`config.mk`:
```
export PLATFORM = sky130hd
export DESIGN_NAME = wb_arbiter
export DESIGN_NICKNAME = d
export VERILOG_FILES = /design/src/rtl/wb_arbiter.sv
export SDC_FILE = /design/constraint.sdc
export NUM_CORES = 1
export LEC_CHECK = 0
export CAP_MARGIN = 20
export CORE_AREA = 5 5 121 123
export DETAILED_ROUTE_END_ITERATION = 10
export DIE_AREA = 0 0 126 128
export MAX_ROUTING_LAYER = met4
export PLACE_DENSITY = 0.52
export SYNTH_ARGS = -nofsm -noshare
export SYNTH_HDL_FRONTEND = slang
export SYNTH_SLANG_ARGS = --single-unit
```
`constraint.sdc`:
```
create_clock -name clk_i -period 3.6 [get_ports clk_i]
set_input_delay 0.72 -clock clk_i [delete_from_list [all_inputs] [get_ports clk_i]]
set_output_delay 0.72 -clock clk_i [all_outputs]
set_load 0.05 [all_outputs]
```
`src/rtl/wb_arbiter.sv`:
```
// wb_arbiter: two-master Wishbone arbiter sharing one slave port.
// Master 0 is the fetch port, master 1 the data port. Ties from IDLE are
// broken round-robin; every grant is separated by at least one IDLE cycle.
// Optional stall watchdog is enabled by defining WB_ARBITER_TIMEOUT_EN.
module wb_arbiter #(
    parameter int unsigned TIMEOUT_CYCLES = 255
) (
    input  logic        clk_i,
    input  logic        rst_i,

    input  logic        m0_cyc_i,
    input  logic        m0_stb_i,
    input  logic        m0_we_i,
    input  logic [3:0]  m0_sel_i,
    input  logic [31:0] m0_addr_i,
    input  logic [31:0] m0_dat_i,
    output logic [31:0] m0_dat_o,
    output logic        m0_ack_o,
    output logic        m0_err_o,

    input  logic        m1_cyc_i,
    input  logic        m1_stb_i,
    input  logic        m1_we_i,
    input  logic [3:0]  m1_sel_i,
    input  logic [31:0] m1_addr_i,
    input  logic [31:0] m1_dat_i,
    output logic [31:0] m1_dat_o,
    output logic        m1_ack_o,
    output logic        m1_err_o,

    output logic        wbs_cyc_o,
    output logic        wbs_stb_o,
    output logic        wbs_we_o,
    output logic [3:0]  wbs_sel_o,
    output logic [31:0] wbs_addr_o,
    output logic [31:0] wbs_dat_o,
    input  logic [31:0] wbs_dat_i,
    input  logic        wbs_ack_i,
    input  logic        wbs_err_i,

    output logic [1:0]  grant_o
);

    typedef enum logic [1:0] {
        IDLE = 2'd0,
        GNT0 = 2'd1,
        GNT1 = 2'd2
    } state_t;

    state_t state;
    state_t state_next;
    logic   last_m1;    // 1 when master 1 was the most recently served
    logic   timeout;
    logic   gnt0;
    logic   gnt1;

    // State register and round-robin history; reset aborts any transfer at once.
    // NOTE: sequential state uses non-blocking (<=) so every register samples
    // pre-edge values; blocking here would create order-dependent races.
    always_ff @(posedge clk_i or posedge rst_i) begin
        if (rst_i) begin
            state   <= IDLE;
            last_m1 <= 1'b1;
        end else begin
            state <= state_next;
            if (state == GNT0) begin
                last_m1 <= 1'b0;
            end else if (state == GNT1) begin
                last_m1 <= 1'b1;
            end
        end
    end

    // Next-state: grant from IDLE only, hold while the owner keeps cyc high.
    // NOTE: the default assignment first guarantees no latch is inferred for
    // paths the case statement does not cover.
    always_comb begin
        state_next = state;
        case (state)
            IDLE: begin
                if (m0_cyc_i && m1_cyc_i) begin
                    state_next = last_m1 ? GNT0 : GNT1;
                end else if (m0_cyc_i) begin
                    state_next = GNT0;
                end else if (m1_cyc_i) begin
                    state_next = GNT1;
                end
            end
            GNT0: begin
                if (!m0_cyc_i) state_next = IDLE;
            end
            GNT1: begin
                if (!m1_cyc_i) state_next = IDLE;
            end
            default: state_next = IDLE;
        endcase
    end

    assign gnt0 = (state == GNT0);
    assign gnt1 = (state == GNT1);

    // Slave-side mux: the granted master drives the bus, everything is 0 in IDLE.
    always_comb begin
        wbs_cyc_o  = 1'b0;
        wbs_stb_o  = 1'b0;
        wbs_we_o   = 1'b0;
        wbs_sel_o  = 4'h0;
        wbs_addr_o = 32'h0;
        wbs_dat_o  = 32'h0;
        grant_o    = 2'b00;
        case (state)
            GNT0: begin
                wbs_cyc_o  = m0_cyc_i;
                wbs_stb_o  = m0_stb_i;
                wbs_we_o   = m0_we_i;
                wbs_sel_o  = m0_sel_i;
                wbs_addr_o = m0_addr_i;
                wbs_dat_o  = m0_dat_i;
                grant_o    = 2'b01;
            end
            GNT1: begin
                wbs_cyc_o  = m1_cyc_i;
                wbs_stb_o  = m1_stb_i;
                wbs_we_o   = m1_we_i;
                wbs_sel_o  = m1_sel_i;
                wbs_addr_o = m1_addr_i;
                wbs_dat_o  = m1_dat_i;
                grant_o    = 2'b10;
            end
            default: ;
        endcase
    end

    // Responses reach only the granted, strobing master; err wins over ack.
    assign m0_ack_o = wbs_ack_i & gnt0 & m0_stb_i & ~wbs_err_i;
    assign m1_ack_o = wbs_ack_i & gnt1 & m1_stb_i & ~wbs_err_i;
    assign m0_err_o = (wbs_err_i | timeout) & gnt0 & m0_stb_i;
    assign m1_err_o = (wbs_err_i | timeout) & gnt1 & m1_stb_i;

    // Read data is broadcast; ack alone marks it valid.
    assign m0_dat_o = wbs_dat_i;
    assign m1_dat_o = wbs_dat_i;

`ifdef WB_ARBITER_TIMEOUT_EN
    logic [15:0] stall_cnt;

    // Stall watchdog: count strobed cycles without a slave response.
    always_ff @(posedge clk_i or posedge rst_i) begin
        if (rst_i) begin
            stall_cnt <= 16'h0;
        end else if (state == IDLE || wbs_ack_i || wbs_err_i || timeout) begin
            stall_cnt <= 16'h0;
        end else if (wbs_stb_o) begin
            stall_cnt <= stall_cnt + 16'd1;
        end
    end

    assign timeout = (state != IDLE) && (stall_cnt == 16'(TIMEOUT_CYCLES));
`else
    // No watchdog: a limit of 0 is outside the legal range, so this is always 0
    // and a stalled slave holds the grant indefinitely.
    assign timeout = (TIMEOUT_CYCLES == 0);
`endif

endmodule

```
Yosys cells after proc, flatten, opt, wreduce, memory -nomap -nowiden
Cells that the tools add are included.
{"block": "word_totals", "ff_bits": 3, "latch_bits": 0, "ram_bits": 0, "romBits": 0, "in_bits": 178, "output_inout_bits": 141, "elab_cells": 38, "n_memories": 0}
{"block": "classes", "add_sub_neg": 0, "n_mul": 0, "div": 0, "order_cmp": 0, "n_eq_ne": 5, "n_shift": 0, "n_mux": 16, "bitwise": 11, "n_reduce_logical": 4}
{"operator": "one-hot mux 32 bit (2 select lines)", "count": 2}
{"operator": "2-to-1 mux 2 bit", "count": 6}
{"operator": "bitwise AND 1 bit", "count": 10}
{"operator": "one-hot mux 4 bit (2 select lines)", "count": 1}
{"operator": "one-hot mux 1 bit (2 select lines)", "count": 3}
{"operator": "one-hot mux 2 bit (3 select lines)", "count": 1}
{"operator": "inequality test 2 bit, second input constant", "count": 2}
{"operator": "inequality test 4 bit, second input constant", "count": 1}
{"operator": "one-hot mux 2 bit (2 select lines)", "count": 1}
{"operator": "AND reduction 3 bit", "count": 1}
{"operator": "== test 2 x 1 -> 1 bit, second input constant", "count": 1}
{"operator": "== test 2 bit, second input constant", "count": 1}
{"operator": "zero test 2 bit", "count": 1}
{"operator": "2-to-1 mux 1 bit", "count": 2}
{"operator": "nonzero test 2 bit", "count": 1}
{"operator": "logical AND 1 bit", "count": 1}
{"operator": "NOT 1 bit", "count": 1}

Depth between registers and ports, before layout
{"block": "depth", "word_depth": 4, "depth_mapped": 7, "depth_no_buf": 5}

Least setup slack after synthesis
No wires, ideal clock.
{"block": "synth_timing", "path_type": "input -> output", "start": "input port m0_stb_i", "end": "output port wbs_stb_o", "arrival_ns": 1.916, "required_time_ns": 2.880, "setup_slack_ns": 0.964, "cell_stages": 2, "path_buffers": 0, "path_cell_list": "nand2_1 -> a21boi_0"}
{"block": "synth_via", "elab_chain_len": 1}
{"item": "start, declared", "line": "12", "rtl": "input logic m0_stb_i,"}
{"item": "one-hot mux 1 bit (2 select lines)", "line": "111", "rtl": "case (state)"}
{"item": "end, declared", "line": "32", "rtl": "output logic wbs_stb_o,"}
No other way between the ends.

Final worst setup path
{"block": "layout_timing", "start": "register state[0]", "end": "output port wbs_addr_o[17]"}
{"block": "layout_via", "elab_chain_len": 2, "word_cells_on_any_way": 3, "classes_between": "eq/ne (2); mux (1)"}
{"item": "start, declared", "line": "50", "rtl": "state_t state;"}
{"item": "start signal, assigned", "line": "65", "rtl": "state <= state_next;"}
{"item": "== test 2 bit / == test 2 x 1 -> 1 bit (equally long branches)", "line": "111"}
{"item": "one-hot mux 32 bit (2 select lines) (*)", "line": "111"}
{"item": "end, declared", "line": "35", "rtl": "output logic [31:0] wbs_addr_o,"}
Mark *: on every way between the ends. The rest lies on a longest branch, timed or not.

==> results.rst <==
.. list-table::
   :header-rows: 1

   * - Metric
     - Value
   * - Register area
     - 76.32 um2
   * - Largest net degree at the start of global routing
     - 38
   * - Number of hold-slack violations in the final timing report
     - 0
   * - Footprint of the multi-input gates
     - 788.3 um2
   * - Die span in y
     - 128 um
   * - Sort of element at the end of the critical path
     - output pin
   * - YS warnings
     - 0
   * - Cell area after synthesis
     - 1460 um2
   * - Power share of the sequential group
     - 2.8%
   * - Worst Max-Slew Pin Slew
     - 518.3 ps
   * - Final design area excluding fillers
     - 3329 um2
   * - Average detailed-routed wire length per instance
     - 15.58 um
   * - Metal3 WL
     - 739 um
   * - Total power divided by cell area
     - 675.0 nW/um2
   * - Endpoint required time on the critical path
     - 2880 ps
   * - Layout Cells excl Fill
     - 511
   * - Wire length the detailed router placed on met1
     - 2.838 mm
   * - Number of detailed-route iterations in the first pass
     - 4
   * - Post-cts hold buffer count
     - 0
   * - Post-synthesis net count
     - 365
   * - Initial Util
     - 10.77%
   * - Clk pwr share
     - 7.9%
   * - Sum of met2 wire segment lengths after detailed routing
     - 4.202 mm
   * - Proportion of netlist area held by the largest area contributor
     - 41.39%
   * - Cell internal power dissipation
     - 0.9164 mW
   * - Maximum count of clock buffers along a single path
     - 2
   * - Data arrival, critical path
     - 2540 ps
   * - Run status
     - completed
   * - DP Cell Count
     - 507
   * - Sw Share
     - 59.22%
   * - Routability Congestion
     - 0.8671
   * - Largest fanout on the critical path
     - 37
   * - Remaining number of nets flagged by the antenna check after routing
     - 0
   * - Setup clock skew after layout
     - 0.01957 ps
   * - Initial DRC count
     - 41
   * - Total negative slack
     - 0 ps
   * - Fin worst setup slack
     - 343.8 ps
   * - Critical register-to-register path startpoint
     - state[0]$_DFFE_PP0P_
   * - Highest Signal Layer
     - met4
   * - Worst hold path class
     - flop to flop
   * - Vias after detailed routing
     - 1,973
   * - Setup repair after global routing missed its margin
     - no
   * - First-pass GRT wire length
     - 11.25 mm
   * - Area enclosed by the die boundary
     - 16,130 um2
   * - Avg Inst Size Synth
     - 8.023 um2
   * - Overall Global Routing Usage
     - 8.821%
   * - Distinct cells, synth
     - 21
   * - Post-detailed-route DRC marker count
     - 0
   * - # IOs
     - 319
   * - Clock transition at the registers of the reported paths
     - 30 ps
   * - Total net switching power
     - 1.331 mW
   * - Fraction of layout instances using a drive strength above 1
     - 15.11%
   * - VDD IR-drop max
     - 0.2405 mV
   * - Count of state elements after synthesis
     - 3
   * - Type of the worst setup path
     - flop to output pin
   * - CP startpoint
     - state[0]$_DFFE_PP0P_
   * - Total number of clock tree sinks
     - 3
   * - Standby leakage power
     - 1.340 nW
   * - Worst slew slack as a fraction of its limit
     - 65.34%
   * - Fill cells
     - 1,480
   * - Worst setup slack before clock tree synthesis
     - 342.9 ps
   * - Antenna violations before repair
     - 0
   * - Number of maximum-capacitance constraint violations
     - 0
   * - Number of antenna repair diodes
     - 0
   * - # nets final
     - 515
   * - Sequential element share of the synthesized area
     - 5.227%
   * - Total congestion overflow
     - 0
   * - Skew-Pair Late Insertion Delay
     - 220 ps
   * - Master cell of the clock root buffer
     - sky130_fd_sc_hd__clkbuf_16
   * - Worst hold path startpoint
     - last_m1$_DFFE_PP1P_
   * - Floorplan die width
     - 126 um
   * - TritonCTS clock tree
     - yes
   * - Count of final setup violators
     - 0
   * - Floorplan core area
     - 13,560 um2
   * - Via density per instance
     - 3.861
   * - Maximum clock frequency
     - 307.1 MHz
   * - Final Max Slew Viols
     - 0
   * - Shortest clock period the worst path allows after layout
     - 3256 ps
   * - Largest cells by area after synthesis
     - sky130_fd_sc_hd__a22o_1 41%, sky130_fd_sc_hd__buf_4 33%, sky130_fd_sc_hd__buf_2 4.5%, sky130_fd_sc_hd__ha_1 4.3%, sky130_fd_sc_hd__dfrtp_1 3.4%
   * - Startpoint Class
     - flop
   * - Input/output buffers
     - 222
   * - Cell type with the largest total area after synthesis
     - sky130_fd_sc_hd__a22o_1
   * - Detailed placement HPWL
     - 6.841 mm
   * - Period Utilization, post-route
     - 90.45%
   * - Num CTS Buffers
     - 3
   * - Area growth from synthesis to layout
     - 128.0%
   * - Maximum level of the CTS H-tree
     - 1
   * - Combinational power share
     - 89.4%
   * - Number of global-route vias before repair
     - 2,120
   * - Post-Synthesis Cells
     - 182
   * - Wire length reported by the detailed router
     - 7.959 mm
   * - DP Area
     - 3249 um2
   * - Post-layout total power
     - 2.247 mW
   * - Number of standard-cell rows in the floorplan
     - 43
## cells in the final DEF, fill, tap and decap left out
cell type	instances
sky130_fd_sc_hd__clkdlybuf4s50_1	181
sky130_fd_sc_hd__a22o_1	69
sky130_fd_sc_hd__buf_4	44
sky130_fd_sc_hd__inv_1	5
sky130_fd_sc_hd__ha_1	5
sky130_fd_sc_hd__nor2_1	4
sky130_fd_sc_hd__clkbuf_16	3
sky130_fd_sc_hd__a21boi_0	2
sky130_fd_sc_hd__o21ai_0	2
sky130_fd_sc_hd__and2_4	2
sky130_fd_sc_hd__nand2_1	2
sky130_fd_sc_hd__and3_1	2
sky130_fd_sc_hd__dfrtp_1	2
sky130_fd_sc_hd__a22oi_1	1
sky130_fd_sc_hd__o2111ai_1	1
sky130_fd_sc_hd__nor2b_1	1
sky130_fd_sc_hd__nand2b_1	1
sky130_fd_sc_hd__a21oi_1	1
sky130_fd_sc_hd__a32o_1	1
sky130_fd_sc_hd__clkbuf_1	1
sky130_fd_sc_hd__dfstp_2	1
## final cells by class
class	count	share of cell area, %
flip-flops and latches	3	2.292
inverters	5	0.5637
well taps	180	6.764
clock buffers	4	2.368
repair buffers	225	64.34
multi-input cells	94	23.68
## registers in the layout (all words and copies together), names as in the netlist
| name | cells |
|---|---|
| state | 2 |
| last_m1 | 1 |
## power by group through the flow
stage	clock network [mW]	registers [mW]	logic (mW)
2_1_floorplan	0	0.0590	1.56
3_3_place_gp	0	0.0605	2.02
3_5_place_dp	0	0.0622	2.02
4_1_cts	0.180	0.0620	2.03
5_1_grt	0.183	0.0646	2.11
6_report	0.177	0.0625	2.01
## kinds of logic after synthesis
family / Yosys count / share of synthesized area [%]
AO/OA/AOI/OAI: 77 / 45.24
adder cells (fa/ha/maj): 5 / 4.284
flip-flops: 3 / 5.228
buffers and inverters: 85 / 40.96
AND/OR/NAND/NOR: 12 / 4.285
## path summary, 6_finish.rpt
kind                       cells past startpoint  slack [ps]                    to
setup / recovery                               5         340        wbs_addr_o[17]
setup reg to reg                               5        1730   last_m1$_DFFE_PP1P_
hold reg to reg                                2         530   last_m1$_DFFE_PP1P_
max in group asynchronous                      2        2710   last_m1$_DFFE_PP1P_
min in group asynchronous                      2         670  state[1]$_DFFE_PP0P_
hold / removal                                 2         530   last_m1$_DFFE_PP1P_
## synth_stat cells (all sizes together)
library cell   n
a21boi         2
a21oi          1
a22o          69
a22oi          1
a32o           1
and2           2
and3           2
buf           80
dfrtp          2
dfstp          1
ha             5
inv            5
nand2          2
nand2b         1
nor2           4
nor2b          1
o2111ai        1
o21ai          2
## critical path, stage by stage, from the launching register on
cell and delay (ps):
sky130_fd_sc_hd__dfrtp_1 370, sky130_fd_sc_hd__inv_1 100, sky130_fd_sc_hd__ha_1 370, sky130_fd_sc_hd__and2_4 430, sky130_fd_sc_hd__a22o_1 210, sky130_fd_sc_hd__clkdlybuf4s50_1 800
## layer usage
layer	up-vias	global-route usage, %
li1	912	-
met1	901	9.180
met2	133	16.46
met3	27	2.083
met4	0	2.713
met5	-	-
## timing repair
action,CTS,global route
setup endpoints to repair,0,29
resized for setup,0,1
endpoints found under the hold margin,0,0
setup buffers,0,0
## stage by stage
stage                     hold WS (ps)  utilization [%]
after detailed placement         523.6            23.97
final                            526.3            24.56
after global placement           540.3            23.97
after CTS                        530.8            24.55
after floorplan                  472.9                -
after global routing             565.7            24.56
Note: power is estimated with default switching activity, not from simulation.
